--- config.mk ---
export PLATFORM = sky130hd
export DESIGN_NAME = node_text_emitter_flat
export DESIGN_NICKNAME = d
export VERILOG_FILES = /design/src/rtl/node_text_emitter_if.sv /design/src/rtl/node_text_emitter.sv /design/src/flat_wrapper.sv
export SDC_FILE = /design/constraint.sdc
export NUM_CORES = 1
export LEC_CHECK = 0
export CAP_MARGIN = 10
export CELL_PAD_IN_SITES_DETAIL_PLACEMENT = 1
export CELL_PAD_IN_SITES_GLOBAL_PLACEMENT = 1
export CORE_ASPECT_RATIO = 0.8
export CORE_MARGIN = 4
export CORE_UTILIZATION = 38
export DETAILED_ROUTE_END_ITERATION = 10
export PLACE_DENSITY_LB_ADDON = 0.08
export SYNTH_ARGS = -nofsm -noshare
export SYNTH_HDL_FRONTEND = slang
export SYNTH_SLANG_ARGS = --single-unit
--- constraint.sdc ---
create_clock -name clk -period 2.1 [get_ports clk]
set_clock_uncertainty 0.05 [all_clocks]
set_input_delay 0.315 -clock clk [delete_from_list [all_inputs] [get_ports clk]]
set_output_delay 0.315 -clock clk [all_outputs]
set_load 0.01 [all_outputs]
--- src/rtl/node_text_emitter_if.sv ---
// Node-record in / ASCII-character out bundle for node_text_emitter.
// slave = emitter side, master = the block that feeds nodes and sinks characters.
interface node_text_emitter_if #(
    parameter int COUNT_W = 16
);
    logic               i_node_vld;
    logic [14:0]        i_node_str;
    logic               i_eol;
    logic               o_stall;
    logic               o_vld;
    logic [7:0]         o_char;
    logic               i_stall;
    logic               o_error;
    logic [COUNT_W-1:0] o_char_count;
    logic [COUNT_W-1:0] o_line_count;

    modport slave (
        input  i_node_vld, i_node_str, i_eol, i_stall,
        output o_stall, o_vld, o_char, o_error, o_char_count, o_line_count
    );

    modport master (
        output i_node_vld, i_node_str, i_eol, i_stall,
        input  o_stall, o_vld, o_char, o_error, o_char_count, o_line_count
    );
endinterface

--- src/rtl/node_text_emitter.sv ---
// Turns packed 3-letter node records into "aaa: bbb ccc\n" text, one registered char per cycle.
// Latency 1 cycle; o_stall holds upstream until a record's last char transfers, i_stall freezes output.
module node_text_emitter #(
    parameter int COUNT_W = 16
) (
    input  logic                 clk,
    input  logic                 rst,
    node_text_emitter_if.slave   bus
);
    typedef enum logic [2:0] {
        S_IDLE, S_PRE, S_C0, S_C1, S_C2, S_COLON, S_NL
    } state_t;

    state_t             state_q, state_d;
    logic [14:0]        str_q, str_d;
    logic               eol_q, eol_d;
    logic               frec_q, frec_d;
    logic               first_q, first_d;
    logic               vld_q, vld_d;
    logic [7:0]         char_q, char_d;
    logic               err_q, err_d;
    logic [COUNT_W-1:0] cc_q, cc_d;
    logic [COUNT_W-1:0] lc_q, lc_d;

    state_t             nxt_st;
    state_t             start_st;
    logic               xfer_out;
    logic               last_xfer;
    logic               stall;
    logic               xfer_in;
    logic               load;

    function automatic logic [7:0] letter(input logic [4:0] code);
        return (code > 5'd25) ? 8'h3F : (8'h61 + {3'b000, code});
    endfunction

    function automatic logic [7:0] char_of(input state_t s, input logic [14:0] str);
        case (s)
            S_PRE:   return 8'h20;
            S_C0:    return letter(str[14:10]);
            S_C1:    return letter(str[9:5]);
            S_C2:    return letter(str[4:0]);
            S_COLON: return 8'h3A;
            S_NL:    return 8'h0A;
            default: return 8'h00;
        endcase
    endfunction

    // S_IDLE as a result means the record has nothing left to print.
    function automatic state_t next_after(input state_t s, input logic frec, input logic eol);
        case (s)
            S_PRE:   return S_C0;
            S_C0:    return S_C1;
            S_C1:    return S_C2;
            S_C2:    return frec ? S_COLON : (eol ? S_NL : S_IDLE);
            S_COLON: return eol ? S_NL : S_IDLE;
            default: return S_IDLE;
        endcase
    endfunction

    assign xfer_out  = vld_q & ~bus.i_stall;
    assign nxt_st    = next_after(state_q, frec_q, eol_q);
    assign last_xfer = xfer_out & (nxt_st == S_IDLE);
    assign stall     = (state_q != S_IDLE) & ~last_xfer;
    assign xfer_in   = bus.i_node_vld & ~stall;

    always_comb begin
        state_d  = state_q;
        str_d    = str_q;
        eol_d    = eol_q;
        frec_d   = frec_q;
        first_d  = first_q;
        vld_d    = vld_q;
        char_d   = char_q;
        err_d    = err_q;
        cc_d     = cc_q;
        lc_d     = lc_q;
        load     = 1'b0;
        start_st = S_C0;

        if (xfer_out) begin
            cc_d = cc_q + 1'b1;
            if (state_q == S_NL) begin
                lc_d    = lc_q + 1'b1;
                first_d = 1'b1;
            end else if (last_xfer) begin
                first_d = 1'b0;
            end
            state_d = nxt_st;
            vld_d   = (nxt_st != S_IDLE);
            if (nxt_st != S_IDLE) begin
                char_d = char_of(nxt_st, str_q);
                load   = 1'b1;
            end
        end

        // Uses first_d so a record arriving on the cycle a '\n' leaves starts a new line.
        if (xfer_in) begin
            start_st = first_d ? S_C0 : S_PRE;
            str_d    = bus.i_node_str;
            eol_d    = bus.i_eol;
            frec_d   = first_d;
            state_d  = start_st;
            char_d   = char_of(start_st, bus.i_node_str);
            vld_d    = 1'b1;
            load     = 1'b1;
        end

        if (load && (char_d == 8'h3F)) begin
            err_d = 1'b1;
        end
    end

    always_ff @(posedge clk) begin
        if (rst) begin
            state_q <= S_IDLE;
            str_q   <= '0;
            eol_q   <= 1'b0;
            frec_q  <= 1'b0;
            first_q <= 1'b1;
            vld_q   <= 1'b0;
            char_q  <= '0;
            err_q   <= 1'b0;
            cc_q    <= '0;
            lc_q    <= '0;
        end else begin
            state_q <= state_d;
            str_q   <= str_d;
            eol_q   <= eol_d;
            frec_q  <= frec_d;
            first_q <= first_d;
            vld_q   <= vld_d;
            char_q  <= char_d;
            err_q   <= err_d;
            cc_q    <= cc_d;
            lc_q    <= lc_d;
        end
    end

    assign bus.o_stall      = stall;
    assign bus.o_vld        = vld_q;
    assign bus.o_char       = char_q;
    assign bus.o_error      = err_q;
    assign bus.o_char_count = cc_q;
    assign bus.o_line_count = lc_q;
endmodule

--- src/flat_wrapper.sv ---
// flat-port wrapper written by rule: the top's interface ports become plain ports
module node_text_emitter_flat 
#(
    parameter int COUNT_W = 16
)
  (clk, rst, bus_i_node_vld, bus_i_node_str, bus_i_eol, bus_i_stall, bus_o_stall, bus_o_vld, bus_o_char, bus_o_error, bus_o_char_count, bus_o_line_count);
  node_text_emitter_if #(.COUNT_W(COUNT_W)) bus_i ();
  input  logic clk;
  input  logic rst;
  input wire logic [$bits(bus_i.i_node_vld)-1:0] bus_i_node_vld;
  input wire logic [$bits(bus_i.i_node_str)-1:0] bus_i_node_str;
  input wire logic [$bits(bus_i.i_eol)-1:0] bus_i_eol;
  input wire logic [$bits(bus_i.i_stall)-1:0] bus_i_stall;
  output wire logic [$bits(bus_i.o_stall)-1:0] bus_o_stall;
  output wire logic [$bits(bus_i.o_vld)-1:0] bus_o_vld;
  output wire logic [$bits(bus_i.o_char)-1:0] bus_o_char;
  output wire logic [$bits(bus_i.o_error)-1:0] bus_o_error;
  output wire logic [$bits(bus_i.o_char_count)-1:0] bus_o_char_count;
  output wire logic [$bits(bus_i.o_line_count)-1:0] bus_o_line_count;
  assign bus_i.i_node_vld = bus_i_node_vld;
  assign bus_i.i_node_str = bus_i_node_str;
  assign bus_i.i_eol = bus_i_eol;
  assign bus_i.i_stall = bus_i_stall;
  assign bus_o_stall = bus_i.o_stall;
  assign bus_o_vld = bus_i.o_vld;
  assign bus_o_char = bus_i.o_char;
  assign bus_o_error = bus_i.o_error;
  assign bus_o_char_count = bus_i.o_char_count;
  assign bus_o_line_count = bus_i.o_line_count;
  node_text_emitter #(.COUNT_W(COUNT_W)) u_core (.clk(clk), .rst(rst), .bus(bus_i));
endmodule
==> run summary <==
======================================================================================================
Result of the run .......................................................................    completed
Internal cell power .....................................................................      2043 uW
Root Buffer .............................................................................     clkbuf_8
Routed vias .............................................................................        3,164
Slowest stage cell, crit path ........................................................... clkdlybuf4s50_1
Placeable core area ..................................................................... 0.008128 mm^2
Worst R2R End ........................................................................... u_core.bus.o_error
Vert. Die Dim ...........................................................................     90.63 um
Net Count, Synth ........................................................................          433
Global Route Usage Sum ..................................................................       0.1973
Number of instances in the synthesized netlist ..........................................          403
Longest Clk Path Bufs ...................................................................            2
Library cell with the largest summed area after synthesis ...............................      dfxtp_1
Crit path capture .......................................................................  bus_o_stall
Clock transition at the register clock pins on the worst setup and hold paths after CTS .      0.07 ns
Leakage component of the power ..........................................................  0.001614 uW
Most frequent standard cell in the layout excluding fill and tap cells ..................      dfxtp_1
Number of global-route vias before repair ...............................................        3,271
Crit end category .......................................................................   output pin
Startpoint class of the critical path ...................................................   input port
Transition time of the tightest slew-check pin ..........................................    0.7225 ns
Endpoints failing hold ..................................................................            0
Number of synthesis warnings ............................................................            0
Largest cells by area after synthesis ................................................... dfxtp_1 39%, a21oi_1 6.5%, nand2_1 6.1%
Cell count along the critical path ......................................................            5
Number of buffers created by CTS ........................................................            9
Cell class contributing the biggest share of worst-path delay ........................... buffers and inverters
Commonest cells after routing, fill and taps aside ...................................... 62 x dfxtp_1, 60 x clkdlybuf4s50_1, 53 x nand2_1
Setup violators final ...................................................................            0
FF-to-FF setup slack ....................................................................      0.18 ns
Fraction of power consumed by sequential logic ..........................................        0.458
Top-Level Pins ..........................................................................           63
Total power per unit cell area .......................................................... 680.1 mW/mm^2
First-pass GRT wire length ..............................................................    16,320 um
Max stage delay on crit path ............................................................      0.44 ns
Worst setup path start ..................................................................  bus_i_stall
TritonCTS clock tree ....................................................................          yes
Number of port buffers ..................................................................           62
Worst Hold Margin .......................................................................    0.4274 ns
Max-slew violation count ................................................................            0
Logic gate share of total power .........................................................        0.211
DRC viols ...............................................................................            0
Net switching power figure ..............................................................     904.9 uW
Maximum number of pins on one net before global-route repair ............................           39
Mean area per synthesized cell ..........................................................   8.047 um^2
Detailed-route wire length ..............................................................      9660 um
Number of violations of the max-capacitance limit .......................................            0
Number of nets at the end of the flow ...................................................          517
Area added between synthesis and finish .................................................       33.68%
Arrival time of the worst setup path ....................................................      1.57 ns
Worst skew pair latency .................................................................      0.34 ns
Total placed instance area .............................................................. 0.004145 mm^2
Number of design-rule violations left by the first detailed-router iteration ............          126
Unrepaired setup endpoints after global routing .........................................        false
Starting utilization of the core area ...................................................       0.3990
Switching share of total power ..........................................................       0.3069
Yosys top cell area share ...............................................................       0.3889
# rows ..................................................................................           29
Final clock period utilization by the worst path ........................................       0.9199
Sequential fraction of the synthesis area ...............................................       0.3889
Number of clock sinks seen by CTS .......................................................           63
Post-layout min period ..................................................................     1.932 ns
Most used flip-flop cell after synthesis ................................................      dfxtp_1
CP Cell Sequence ........................................................................ clkdlybuf4s50_1 > nand2b_1 > o21ai_2 > nand2_1 > dlygate4sd2_1
Netlist area before placement ........................................................... 0.003243 mm^2
Total of hold buffers inserted after clock tree synthesis ...............................            0
WL per Instance .........................................................................     16.13 um
Full die area ........................................................................... 0.01009 mm^2
Tightest slew margin relative to the limit ..............................................       0.5184
Clock power share .......................................................................        0.331
Number of buffers and inverters on the critical path ....................................            2
Worst hold-check path type ..............................................................   reg -> reg
DIE WIDTH ...............................................................................     111.3 um
Crit Reg-Reg Startpoint ................................................................. u_core.state_q[1]
Post-synthesis cell type count ..........................................................           57
Highest clock frequency the design can meet .............................................    517.7 MHz
Placed wire-length estimate .............................................................      7130 um
Post-route core utilization .............................................................       0.5334
Gp weighted congestion ..................................................................       0.8087
Sum of overflow across all layers after global routing ..................................            0
Number of levels the H-tree was split into ..............................................            3
Number of synthesized flops with an enable pin ..........................................            0
Diodes inserted .........................................................................            0
Data required time of the worst path ....................................................      1.74 ns
Top fanout value on the critical path ...................................................            5
Worst setup path category ...............................................................    in -> out
Maximum VDD drop ........................................................................    0.3160 mV
Layout cells sized above 1 ..............................................................       0.1222
Number of nets with antenna violations after detailed routing ...........................            0
Detail-routed via count per cell ........................................................        5.282
Antenna violations before repair ........................................................            0
Flip-flop and latch count after synthesis ...............................................           63
Post-route cell area .................................................................... 0.004335 mm^2
Post-synth ARST share ...................................................................            0
First-pass DRT Iterations ...............................................................            4
Number of cells on the worst reg-to-reg path ............................................            6
======================================================================================================
## metal layers
layer,wire (um),GRT usage,vias up
met5,0,0,-
met4,84,0.04965,0
met3,446,0.04823,5
met2,4269,0.3052,78
met1,4860,0.2758,1501
li1,-,-,1580
## worst register-to-register path, stage by stage, from the launching register on
cell	delay, ns
dfxtp_1	0.58
buf_4	0.27
o211ai_1	0.16
o311ai_0	0.14
nand2_1	0.13
a221oi_2	0.34
o41ai_2	0.11
## cell families (layout without fill, tap and decap cells)
group / count (synthesis) / in the layout / share of synthesized area
XOR/XNOR: 30 / 30 / 0.08102
buffers and inverters: 32 / 120 / 0.04051
multiplexers: 1 / 1 / 0.003087
AO/OA/AOI/OAI: 95 / 95 / 0.1910
adder cells (fa/ha/maj): 10 / 10 / 0.03858
AND/OR/NAND/NOR: 172 / 172 / 0.2569
flip-flops: 63 / 63 / 0.3889
## worst min-delay path by stage
stage | start | endpoint | slack, ns | cells past startpoint
finish | u_core.bus.o_char[5] | u_core.bus.o_char[5] | 0.43 | 2
global placement | u_core.bus.o_char[5] | u_core.bus.o_char[5] | 0.42 | 2
floorplan | u_core.eol_q | u_core.eol_q | 0.40 | 2
detailed placement | u_core.bus.o_char[5] | u_core.bus.o_char[5] | 0.42 | 2
CTS | u_core.bus.o_char[5] | u_core.bus.o_char[5] | 0.43 | 2
global route | bus_i_node_str[9] | u_core.str_q[9] | 0.46 | 3
## synth_stat cells, types with 3 or more instances
master    count
ha_1         10
o21ai_0       9
and2_1        4
xor2_1       20
and4_1        4
a31oi_1       8
a21oi_1      42
nor2_1       47
nor2b_1       5
nand2b_1      5
and3_1        8
dfxtp_1      63
o211ai_1      4
inv_1        11
a211o_1       3
nor3_1        7
nand2_1      53
a311oi_1      3
clkbuf_1      9
nand3_1      17
buf_2         9
nand4_1       8
xnor2_1      10
## repair_timing
item / 4_1_cts / 5_1_grt
gates resized for setup: 2 / 0
endpoints found under the hold margin: 0 / 0
endpoints found under the setup margin: 1 / 0
buffers inserted: 1 / 0
## metrics by stage
step | setup TNS [ns] | cells | worst slack (ns) | total power (uW)
3_5_place_dp | -0.2792 | 583 | -0.08255 | 1990
5_1_grt | 0 | 599 | 0.07141 | 3110
4_1_cts | 0 | 599 | 0.1579 | 2979
6_report | 0 | 599 | 0.1682 | 2948
3_3_place_gp | -0.1074 | 583 | -0.08098 | 1974
2_1_floorplan | 0 | 403 | 0.4380 | 1696
## power groups by stage
stage	sequential, uW	clock, uW	combinational [uW]
2_1_floorplan	1360	0	341
3_3_place_gp	1370	0	606
3_5_place_dp	1370	0	617
4_1_cts	1350	1010	626
5_1_grt	1360	1060	690
6_report	1350	976	622
## cell type report
| cell class | instances | area, um^2 |
|---|---|---|
| fill | 1005 | 3792 |
| multi-input combinational | 308 | 1851 |
| sequential | 63 | 1262 |
| timing repair buffer | 93 | 859.6 |
| clock buffer | 11 | 151.4 |
| tap | 108 | 135.1 |
| inverter | 12 | 45.04 |
| clock inverter | 4 | 31.28 |
## sequential cells by signal, indices dropped and copies added, names as in the netlist, 3 cells and up
name / count
u_core.bus.o_char: 8
u_core.bus.o_char_count: 16
u_core.bus.o_line_count: 16
u_core.state_q: 3
u_core.str_q: 15
(Power assumes the default switching activity.)
